### config.mk
export PLATFORM = sky130hd
export DESIGN_NAME = seq_divider
export DESIGN_NICKNAME = d
export VERILOG_FILES = /design/src/rtl/seq_divider_pkg.sv /design/src/rtl/seq_divider_adder.sv /design/src/rtl/seq_divider.sv
export SDC_FILE = /design/constraint.sdc
export NUM_CORES = 1
export LEC_CHECK = 0
export CAP_MARGIN = 15
export CORE_MARGIN = 5
export CORE_UTILIZATION = 58
export CTS_CLUSTER_DIAMETER = 50
export CTS_CLUSTER_SIZE = 40
export DETAILED_ROUTE_END_ITERATION = 12
export PLACE_DENSITY = 0.94
export SYNTH_ARGS = -nofsm -noshare
export SYNTH_HDL_FRONTEND = slang
export SYNTH_SLANG_ARGS = --single-unit
export TNS_END_PERCENT = 1
### constraint.sdc
create_clock -name clk -period 4.2 [get_ports clk]
set_clock_uncertainty 0.2 [all_clocks]
set_input_delay 0.84 -clock clk [delete_from_list [all_inputs] [get_ports clk]]
set_output_delay 0.84 -clock clk [all_outputs]
set_load 0.01 [all_outputs]
### src/rtl/seq_divider_pkg.sv
// Shared constants and state encoding for the 16-bit sequential restoring divider.
package seq_divider_pkg;

  localparam int WIDTH  = 16;
  localparam int ITERS  = 16;
  localparam int CNT_W  = $clog2(ITERS);
  localparam int GROUPS = WIDTH / 4;

  localparam logic [CNT_W-1:0] LAST_ITER = CNT_W'(ITERS - 1);

  typedef enum logic [1:0] {
    IDLE = 2'd0,
    RUN  = 2'd1,
    DONE = 2'd2
  } state_t;

endpackage

### src/rtl/seq_divider_adder.sv
// 16-bit carry-lookahead adder: 4-bit lookahead groups chained by group generate/propagate.
module seq_divider_adder
  import seq_divider_pkg::*;
(
  input  logic [WIDTH-1:0] a,
  input  logic [WIDTH-1:0] b,
  input  logic             cin,
  output logic [WIDTH-1:0] sum,
  output logic             cout
);

  logic [WIDTH-1:0]  gen;
  logic [WIDTH-1:0]  prop;
  logic [WIDTH:0]    carry;
  logic [GROUPS-1:0] grp_g;
  logic [GROUPS-1:0] grp_p;
  logic [GROUPS:0]   grp_c;

  assign gen  = a & b;
  assign prop = a ^ b;

  always_comb begin
    grp_g = '0;
    grp_p = '0;
    grp_c = '0;
    carry = '0;
    for (int k = 0; k < GROUPS; k++) begin
      grp_g[k] = gen[4*k+3]
               | (prop[4*k+3] & gen[4*k+2])
               | (prop[4*k+3] & prop[4*k+2] & gen[4*k+1])
               | (prop[4*k+3] & prop[4*k+2] & prop[4*k+1] & gen[4*k]);
      grp_p[k] = &prop[4*k +: 4];
    end
    grp_c[0] = cin;
    for (int k = 0; k < GROUPS; k++) begin
      grp_c[k+1] = grp_g[k] | (grp_p[k] & grp_c[k]);
    end
    // Carries inside each group depend only on that group's carry-in.
    for (int k = 0; k < GROUPS; k++) begin
      carry[4*k]   = grp_c[k];
      carry[4*k+1] = gen[4*k] | (prop[4*k] & grp_c[k]);
      carry[4*k+2] = gen[4*k+1]
                   | (prop[4*k+1] & gen[4*k])
                   | (prop[4*k+1] & prop[4*k] & grp_c[k]);
      carry[4*k+3] = gen[4*k+2]
                   | (prop[4*k+2] & gen[4*k+1])
                   | (prop[4*k+2] & prop[4*k+1] & gen[4*k])
                   | (prop[4*k+2] & prop[4*k+1] & prop[4*k] & grp_c[k]);
    end
    carry[WIDTH] = grp_c[GROUPS];
  end

  assign sum  = prop ^ carry[WIDTH-1:0];
  assign cout = carry[WIDTH];

endmodule

### src/rtl/seq_divider.sv
// Unsigned 16-bit restoring divider, one quotient bit per cycle, MSB first.
module seq_divider
  import seq_divider_pkg::*;
(
  input  logic             clk,
  input  logic             rst_n,
  input  logic             start,
  input  logic [WIDTH-1:0] dividend,
  input  logic [WIDTH-1:0] divisor,
  output logic             busy,
  output logic             done,
  output logic [WIDTH-1:0] quotient,
  output logic [WIDTH-1:0] remainder,
  output logic             div_by_zero
);

  state_t           state_q, state_d;
  logic [CNT_W-1:0] cnt_q, cnt_d;
  logic [WIDTH-1:0] dvd_q, dvd_d;
  logic [WIDTH-1:0] dvs_q, dvs_d;
  logic [WIDTH-1:0] rem_q, rem_d;
  logic [WIDTH-1:0] quo_sh_q, quo_sh_d;
  logic [WIDTH-1:0] quotient_q, quotient_d;
  logic [WIDTH-1:0] remainder_q, remainder_d;
  logic             busy_q, busy_d;
  logic             done_q, done_d;
  logic             dbz_q, dbz_d;

  logic [WIDTH:0]   shifted;
  logic [WIDTH-1:0] trial_diff;
  logic             carry_out;
  logic             ge;
  logic [WIDTH-1:0] new_rem;
  logic [WIDTH-1:0] new_quo;

  assign shifted = {rem_q, dvd_q[WIDTH-1]};

  // Trial subtraction as shifted + ~divisor + 1; carry out means no borrow.
  seq_divider_adder u_adder (
    .a    (shifted[WIDTH-1:0]),
    .b    (~dvs_q),
    .cin  (1'b1),
    .sum  (trial_diff),
    .cout (carry_out)
  );

  assign ge      = shifted[WIDTH] | carry_out;
  assign new_rem = ge ? trial_diff : shifted[WIDTH-1:0];
  assign new_quo = {quo_sh_q[WIDTH-2:0], ge};

  always_comb begin
    state_d     = state_q;
    cnt_d       = cnt_q;
    dvd_d       = dvd_q;
    dvs_d       = dvs_q;
    rem_d       = rem_q;
    quo_sh_d    = quo_sh_q;
    quotient_d  = quotient_q;
    remainder_d = remainder_q;
    busy_d      = busy_q;
    done_d      = 1'b0;
    dbz_d       = dbz_q;
    unique case (state_q)
      IDLE, DONE: begin
        busy_d  = 1'b0;
        state_d = IDLE;
        if (start) begin
          state_d  = RUN;
          busy_d   = 1'b1;
          dvd_d    = dividend;
          dvs_d    = divisor;
          rem_d    = '0;
          quo_sh_d = '0;
          cnt_d    = '0;
        end
      end
      RUN: begin
        dvd_d    = {dvd_q[WIDTH-2:0], 1'b0};
        rem_d    = new_rem;
        quo_sh_d = new_quo;
        cnt_d    = cnt_q + 1'b1;
        // The final iteration writes straight into the result registers.
        if (cnt_q == LAST_ITER) begin
          state_d     = DONE;
          busy_d      = 1'b0;
          done_d      = 1'b1;
          quotient_d  = new_quo;
          remainder_d = new_rem;
          dbz_d       = (dvs_q == '0);
        end
      end
      default: begin
        state_d = IDLE;
        busy_d  = 1'b0;
      end
    endcase
  end

  always_ff @(posedge clk or negedge rst_n) begin
    if (!rst_n) begin
      state_q     <= IDLE;
      cnt_q       <= '0;
      dvd_q       <= '0;
      dvs_q       <= '0;
      rem_q       <= '0;
      quo_sh_q    <= '0;
      quotient_q  <= '0;
      remainder_q <= '0;
      busy_q      <= 1'b0;
      done_q      <= 1'b0;
      dbz_q       <= 1'b0;
    end else begin
      state_q     <= state_d;
      cnt_q       <= cnt_d;
      dvd_q       <= dvd_d;
      dvs_q       <= dvs_d;
      rem_q       <= rem_d;
      quo_sh_q    <= quo_sh_d;
      quotient_q  <= quotient_d;
      remainder_q <= remainder_d;
      busy_q      <= busy_d;
      done_q      <= done_d;
      dbz_q       <= dbz_d;
    end
  end

  assign busy        = busy_q;
  assign done        = done_q;
  assign quotient    = quotient_q;
  assign remainder   = remainder_q;
  assign div_by_zero = dbz_q;

endmodule

== Word level (Yosys, flattened, before mapping) ==
Index checks and enable logic that the tools add are counted.

* Bitwise logic cells: 101
* Eq/ne operators: 5
* Mux-type cells: 16
* Add/sub/neg operators: 1
* Reductions and logical operators: 11

{| class="wikitable"
|+ Operators with widths
! kind !! count
|-
| case mux 16 bit (2 select lines) || 2
|-
| bitwise AND 1 bit || 56
|-
| 2-to-1 mux 16 bit || 3
|-
| bitwise OR 1 bit || 41
|-
| bitwise XOR 16 bit || 2
|-
| case mux 15 bit (2 select lines) || 1
|-
| bitwise AND 16 bit || 1
|-
| zero test 16 bit || 1
|-
| inverter 16 bit || 1
|-
| AND reduction 4 bit || 4
|-
| case mux 4 bit (2 select lines) || 1
|-
| AND reduction 2 bit || 3
|-
| 2-to-1 mux 1 bit || 5
|-
| adder 4 x 1 -> 4 bit, second input constant || 1
|-
| equality test 4 bit, second input constant || 1
|-
| 2-to-1 mux 4 bit || 1
|-
| inequality test 2 bit, second input constant || 2
|-
| case mux 2 bit (2 select lines) || 1
|-
| equality test 2 x 1 -> 1 bit, second input constant || 1
|-
| equality test 2 bit, second input constant || 1
|-
| zero test 2 bit || 1
|-
| 2-to-1 mux 2 bit || 1
|-
| case mux 1 bit (2 select lines) || 1
|-
| nonzero test 2 bit || 1
|-
| OR reduction 2 bit || 1
|}

* Input port bits: 35
* Word-level logic and storage cells: 145
* Flip-flop bits (word level): 104
* Output and inout port bits: 35

== Longest topological paths before layout ==
Gate-level depths: netlist of run 1.

* Depth after elaboration: 16
* Gate-level depth with buffers: 11
* Depth with buffers taken out: 11

== Hierarchy ==
A second synthesis of run 1 with hierarchy kept.

* Cell total of the unflattened synthesis: 437
* Area total of the unflattened synthesis: 4867.2 µm²

{| class="wikitable"
|+ By module, submodules not included
! module !! instances !! sequential area each (µm²) !! area an instance (µm²) !! cells an instance
|-
| seq_divider || 1 || 2577.5 || 4184.0 || 353
|-
| seq_divider_adder || 1 || 0.0 || 683.2 || 84
|}

== Least setup slack after synthesis of run 1 ==
OpenSTA, ideal clock, no wires.

* Path kind: register to register
* From: reg dvs_q[2]
* To: reg rem_q[13]
* Data arrival time: 2.209 ns
* Path buffers: 0
* Cell stages (with the launch flop): 12
* Period minus slack after synthesis: 2.540 ns
* Required time: 3.870 ns
* Slack: 1.660 ns
* Library setup time: 0.130 ns
* Cells stage by stage: dfrtp_1 -> inv_1 -> ha_1 -> o21ai_0 -> a22o_1 -> inv_2 -> a2bb2oi_2 -> nand2_1 -> fa_1 -> xor2_1 -> mux2i_1 -> o21ai_1

* Cells in the longest elaborated chain, start to end: 16
* Elaborated cells on any way between the ends: 25
* Classes of those cells: mux (2); bitwise (22); reduce/logical (1)

{| class="wikitable"
|+ RTL lines
! what !! line !! source
|-
| start: declaration || seq_divider.sv:20 || <nowiki>logic [WIDTH-1:0] dvs_q, dvs_d;</nowiki>
|-
| start signal: assignment || seq_divider.sv:116 || <nowiki>dvs_q <= dvs_d;</nowiki>
|-
| inverter 16 bit * || seq_divider.sv:41 || <nowiki>.b (~dvs_q),</nowiki>
|-
| bitwise AND 16 bit or bitwise XOR 16 bit (tied branches) || seq_divider_adder.sv:19, seq_divider_adder.sv:20 ||
|-
| bitwise AND 1 bit, on equally long branches || seq_divider_adder.sv:29, seq_divider_adder.sv:30, seq_divider_adder.sv:31 ||
|-
| bitwise OR 1 bit (tied with other cells) || seq_divider_adder.sv:29 || <nowiki>| (prop[4*k+3] & gen[4*k+2])</nowiki>
|-
| bitwise OR 1 bit or bitwise AND 1 bit (tied branches) || seq_divider_adder.sv:30, seq_divider_adder.sv:31 ||
|-
| bitwise OR 1 bit || seq_divider_adder.sv:31 || <nowiki>| (prop[4*k+3] & prop[4*k+2] & prop[4*k+1] & gen[4*k]);</nowiki>
|-
| bitwise OR 1 bit * || seq_divider_adder.sv:36 || <nowiki>grp_c[k+1] = grp_g[k] | (grp_p[k] & grp_c[k]);</nowiki>
|-
| bitwise AND 1 bit * || seq_divider_adder.sv:36 ||
|-
| bitwise OR 1 bit * || seq_divider_adder.sv:36 ||
|-
| bitwise AND 1 bit * || seq_divider_adder.sv:36 ||
|-
| bitwise OR 1 bit * || seq_divider_adder.sv:36 ||
|-
| bitwise AND 1 bit, on equally long branches || seq_divider_adder.sv:41, seq_divider_adder.sv:36 ||
|-
| bitwise OR 1 bit, on equally long branches || seq_divider_adder.sv:41, seq_divider_adder.sv:36 ||
|-
| bitwise XOR 16 bit or bitwise OR 1 bit (tied branches) || seq_divider_adder.sv:53, seq_divider.sv:47 ||
|-
| 2-to-1 mux 16 bit * || seq_divider.sv:48 || <nowiki>assign new_rem = ge ? trial_diff : shifted[WIDTH-1:0];</nowiki>
|-
| case mux 16 bit (2 select lines) * || seq_divider.sv:63 || <nowiki>unique case (state_q)</nowiki>
|-
| end signal: assignment || seq_divider.sv:117 || <nowiki>rem_q <= rem_d;</nowiki>
|-
| end: declaration || seq_divider.sv:21 || <nowiki>logic [WIDTH-1:0] rem_q, rem_d;</nowiki>
|}

Every way passes the cells marked *; elsewhere a longest branch is shown, timed or not.
A chain may end at the register's enable or synchronous reset.

== Worst setup path in the final report of run 1 ==
* From: reg state_q[0]
* To: reg remainder_q[11], in the netlist remainder[11]

* Cells in the longest elaborated chain, start to end: 2

{| class="wikitable"
|+ RTL lines
! what !! line !! source
|-
| start: declaration || seq_divider.sv:17 || <nowiki>state_t state_q, state_d;</nowiki>
|-
| start signal: assignment || seq_divider.sv:113 || <nowiki>state_q <= state_d;</nowiki>
|-
| equality test 2 x 1 -> 1 bit || seq_divider.sv:63 ||
|-
| AND reduction 2 bit (no source line) || -- ||
|-
| end signal: assignment || seq_divider.sv:120 || <nowiki>remainder_q <= remainder_d;</nowiki>
|-
| end: declaration || seq_divider.sv:24 || <nowiki>logic [WIDTH-1:0] remainder_q, remainder_d;</nowiki>
|}

Every way passes these cells.

==> reports/qor.csv, run 1 <==
metric;value;unit
Leak;0.00270;µW
FF-to-FF setup slack;1160;ps
placed insts;635;
Period minus WS final;3040;ps
Die Ht;101;µm
Final Cycle Share;72.3;%
mux share of post-synthesis cell area;3.17;%
Internal;2930;µW
crit path DAT;3080;ps
Synth Flop Type;dfrtp_1;
VDD IR max;0.395;mV
global-route wire length before repair;18200;µm
Clock Pin Slew Worst Setup and Hold Paths;110;ps
# H-tree levels;3;
Final Wtd Congestion;0.890;
grt ovf;0;
Clock Path Buffers;2;
WP data required;4240;ps
CTS tree;yes;
Final #Nets;597;
Seq cells post-synth;104;
largest net degree at the start of global routing;81;
kind of critical path;flop to flop;
P_sw;2220;µW
post-synthesis cell count;480;
initial antenna violation count;0;
Fin. Hold Viols;0;
Mapped Nets;536;
sequential element share of the synthesized area;54.5;%
Crit Path Max Fanout;48;
# IOs;70;
Post-CTS Hold Fix Bufs;0;
CTS root buf;clkbuf_8;
initial core utilization;58.7;%
number of global-route vias before repair;3865;
DRC;0;
Min-Delay Endpoint;quotient[2];
WHS Path Cells;2;
dpl ws;1200;ps
Slew headroom;33.8;%
1st-pass router iterations;5;
status;finished, final reports clean;
clock share of power;12.4;%
share of cells above drive strength 1;6.23;%
post-DP HPWL;7460;µm
Post-synth EDFFs;0;
pwr dens;896;nW/µm²
synth top area cells;dfrtp_1, nand2_1, ha_1;
Total GRT Usage;22.6;%
Syn Area/Cell;9.94;µm²
Chip Width;101;µm
post-synth top area share;54.5;%
antenna cells;0;
simple logic cell fraction of the synthesized area;15.0;%
RSZ-0062 raised after global routing;false;
worst r2r path cells;6;
post-CTS setup buffer count;0;
Max Fclk;0.329;GHz
clk sink count;104;
CTS Buf Count;9;
Yosys cell types;45;
drt via density;5.75;
Via Count;3742;
Hold WC Path Type;flop to flop;
Finished Layout Cells;651;
synth warn;0;
adder-cell share of the synthesized area;5.98;%
critical path capture point type;flop;
final slew viol count;0;
Worst Setup SP;state_q[0];
Final Util;70.6;%
Area Growth Syn to Fin;20.3;%
switching share of power;43.1;%
Std-Cell Rows;33;
Reg power frac;34.9;%
Setup TNS;0;ps
R2R Path Start;state_q[0];
asr flop ratio synth;100;%
largest family of logic cells by synthesized area;compound AO/OA/AOI/OAI gates;
Least-Margin Pin Slew;993;ps
largest area contributor in the synthesized netlist;dfrtp_1;
clk_lat worst skew;380;ps
Total Wirelength;10700;µm
Pwr Total;5150;µW
iteration-0 DRC count of the detailed router;229;
Routed wire per std cell;16.4;µm
port buffer count;69;
reg-to-reg endpoint;remainder[11];
DIE AREA;10100;µm²
Gate power share;52.7;%
max cap viols;0;
mapped cell area;4770;µm²
Compound-Gate Fraction of Synth Area;15.7;%
Routed Antenna Nets;0;
# setup viols final;0;
critical hold path startpoint;quotient[2];
CP Launch Type;flop;
core area;8130;µm²
final worst slack;1160;ps
xor and xnor area share after synthesis;1.84;%
post-CTS sizing;0;
## worst max-delay path, stage by stage, from the launching register on
cell and delay (ps):
dfrtp_1 440, nand2b_1 480, or2_2 790, inv_1 540, nand2_1 190, a2bb2oi_1 150, o21ai_0 110
## worst max-delay path by stage
stage,slack [ps],cells after the start,to
after CTS,1160,6,remainder[11]
after global placement,1340,6,remainder[11]
final,1160,6,remainder[11]
after global routing,930,6,remainder[11]
after detailed placement,1200,6,remainder[11]
after floorplan,1660,11,rem_q[13]
## Yosys cell counts (3+ instances only)
master      n
dfrtp_1   104
inv_1      21
ha_1       18
mux2i_1    14
xnor2_1     3
a22oi_1    15
xor2_1      7
buf_1       5
nand2b_1    5
fa_1        3
nand4_1     5
nor2_1      6
a21oi_1     4
nor3_1      3
nor4_1      4
clkbuf_1   16
nand2_1   136
nand3_1     6
o21ai_1    12
o21ai_0    44
a22o_1     18
## logic make-up (layout without fill, tap and decap cells)
kind of cell	Yosys count	in the layout
and+or+nand+nor	173	173
AOI/OAI and AO/OA	112	112
DFF	104	104
buffers and inverters	45	111
adders and majority gates	21	21
muxes	15	15
xor gates and xnor gates	10	10
## registers in the layout, indices dropped and copies added, names as in the netlist, 2 cells and up
register / count
state_q: 2
dvd_q: 16
rem_q: 16
cnt_q: 4
remainder: 16
quotient: 16
dvs_q: 16
quo_sh_q: 15
## metrics by stage
| step | hold WS [ps] | cell area (µm²) |
|---|---|---|
| 4_1_cts | 292 | 5740 |
| 2_1_floorplan | 240 | 4770 |
| 5_1_grt | 326 | 5740 |
| 3_5_place_dp | 262 | 5540 |
| 3_3_place_gp | 260 | 5540 |
| 6_report | 292 | 5740 |
## layer usage
layer / routed length [µm] / share of wire (%) / GRT usage [%]
met5: 0 / 0 / 0
met4: 254 / 2.4 / 8.29
met3: 517 / 4.8 / 2.98
met2: 5540 / 52 / 39.0
met1: 4380 / 41 / 29.0
## cells in the final DEF, fill, tap and decap left out, types with 6 or more instances in the layout
master and count:
o21ai_0 44, nand3_1 6, ha_1 18, dfrtp_1 104
mux2i_1 14, clkdlybuf4s50_1 68, clkbuf_8 9, a22o_1 18
a22oi_1 15, inv_1 21, o21ai_1 12, xor2_1 7
nand2_1 136
## power groups by stage
stage	Combinational, µW	Sequential [µW]	Clock (µW)
floorplan	1850	1780	0
global placement	2540	1780	0
detailed placement	2680	1810	0
CTS	2710	1790	647
global route	3030	1850	689
finish	2710	1790	640
## area by class of cell
cell class              instances  area, µm²
flip-flops and latches        104       2600
clock buffers                   9        124
clock inverters                 7       78.8
multi-input cells             331       2010
well taps                     105        131
repair buffers                 73        718
inverters                      22       82.6
fillers                       551       2390
No activity file was read; power rests on OpenSTA's default activity.
==> run 2, diff against run 1 <==
- CORE_UTILIZATION: 58 -> 49
- PLACE_DENSITY: 0.94 -> 0.86
- clock period: 4.2 -> 2.7 ns (I/O delays scaled with it)
==> reports/qor.csv, run 2 (synthesized netlist as in run 1, its figures left out) <==
metric;value;unit
CTS Buf Count;9;
WHS Path Cells;2;
Total Wirelength;10800;µm
clk sink count;104;
Final Wtd Congestion;0.897;
commonest non-fill, non-tap cell in the layout;nand2_1;
Clock Path Buffers;2;
Final #Nets;607;
crit path DAT;2630;ps
Via Count;3716;
Slew headroom;28.7;%
crit path to;remainder[8];
Setup TNS;0;ps
Pwr Total;8070;µW
global-route wire length before repair;18300;µm
Chip Width;109;µm
WP data required;2750;ps
DRC;0;
kind of critical path;flop to flop;
# setup viols final;0;
antenna cells;0;
clk_lat worst skew;370;ps
commonest non-fill, non-tap cells in the layout;nand2_1, dfrtp_1, clkdlybuf4s50_1, o21ai_0, inv_1;
Max Fclk;0.387;GHz
share of cells above drive strength 1;8.45;%
# H-tree levels;3;
Fin. Hold Viols;0;
initial antenna violation count;0;
dpl ws;69.9;ps
final worst slack;118;ps
final slew viol count;0;
CP Launch Type;flop;
VDD IR max;0.516;mV
Worst Setup SP;dvs_q[1];
reg-to-reg endpoint;remainder[8];
filler instances;837;
Routed wire per std cell;15.7;µm
DIE AREA;11800;µm²
worst r2r path cells;11;
CTS root buf;clkbuf_8;
Die Ht;109;µm
status;finished, final reports clean;
pwr dens;1370;nW/µm²
drt via density;5.39;
Routed Antenna Nets;0;
post-DP HPWL;7760;µm
FF-to-FF setup slack;120;ps
initial core utilization;49.5;%
largest net degree at the start of global routing;51;
Leak;0.00274;µW
CTS tree;yes;
Period minus WS final;2580;ps
Hold WC Path Type;flop to flop;
# IOs;70;
iteration-0 DRC count of the detailed router;178;
Area Growth Syn to Fin;23.0;%
Clock Pin Slew Worst Setup and Hold Paths;100;ps
Crit Path Max Fanout;11;
Final Cycle Share;95.6;%
number of global-route vias before repair;3795;
Total GRT Usage;19.6;%
port buffer count;69;
R2R Path Start;dvs_q[1];
Std-Cell Rows;36;
core area;9640;µm²
Least-Margin Pin Slew;1070;ps
1st-pass router iterations;4;
max cap viols;0;
critical path capture point type;flop;
grt ovf;0;
## run 2: worst min path at each step
stage | end | from
floorplan | busy | rst_n
global placement | dvs_q[7] | rst_n
finish | dvd_q[7] | dvd_q[7]
CTS | dvd_q[7] | dvd_q[7]
detailed placement | remainder[4] | rst_n
global route | quotient[0] | quotient[0]
## run 2: where the power goes
part	internal [µW]	total [µW]	switching (µW)
combinational	2010	4360	2350
clock	357	941	584
sequential	2280	2770	486
total	4650	8070	3420
## run 2: per-stage QoR
| stage | instance area, µm² | hold WS [ps] | utilization [%] | cells |
|---|---|---|---|---|
| after floorplan | 4770 | 44.4 | - | 480 |
| after global placement | 5660 | 259 | 58.7 | 672 |
| after detailed placement | 5660 | 261 | 58.7 | 672 |
| after CTS | 5860 | 290 | 60.7 | 689 |
| after global routing | 5870 | 316 | 60.9 | 689 |
| final | 5870 | 285 | 60.9 | 689 |
## run 2: metal layers
metal,track usage [%],up-vias,routed length (µm)
met5,0,-,0
met2,33.0,82,5500
li1,-,1783,-
met3,3.49,12,449
met4,6.04,0,111
met1,25.9,1839,4750
## run 2: repair_timing
item | 4_1_cts | 5_1_grt
buffers inserted | 0 | 0
hold buffers | 1 | 0
setup endpoints to repair | 0 | 13
gates resized for setup | 0 | 5
endpoints found under the hold margin | 21 | 0
## run 2: cell type report
cell class	instances	area, µm²	share of cell area [%]
Timing Repair Buffer	83	808	13.8
Sequential cell	104	2600	44.3
Clock inverter	7	61.3	1.04
Tap cell	133	166	2.83
Multi-Input combinational cell	331	2030	34.5
Inverter	22	82.6	1.41
Clock buffer	9	124	2.11
## run 2: worst max-delay path: stages (launching register included)
cell and delay [ps]:
dfrtp_1 360, inv_1 70, ha_1 340, o21ai_2 80, a22o_1 270, inv_2 80
a2bb2oi_2 60, buf_4 150, o21ai_4 150, buf_4 250, mux2i_1 320, o21ai_0 110
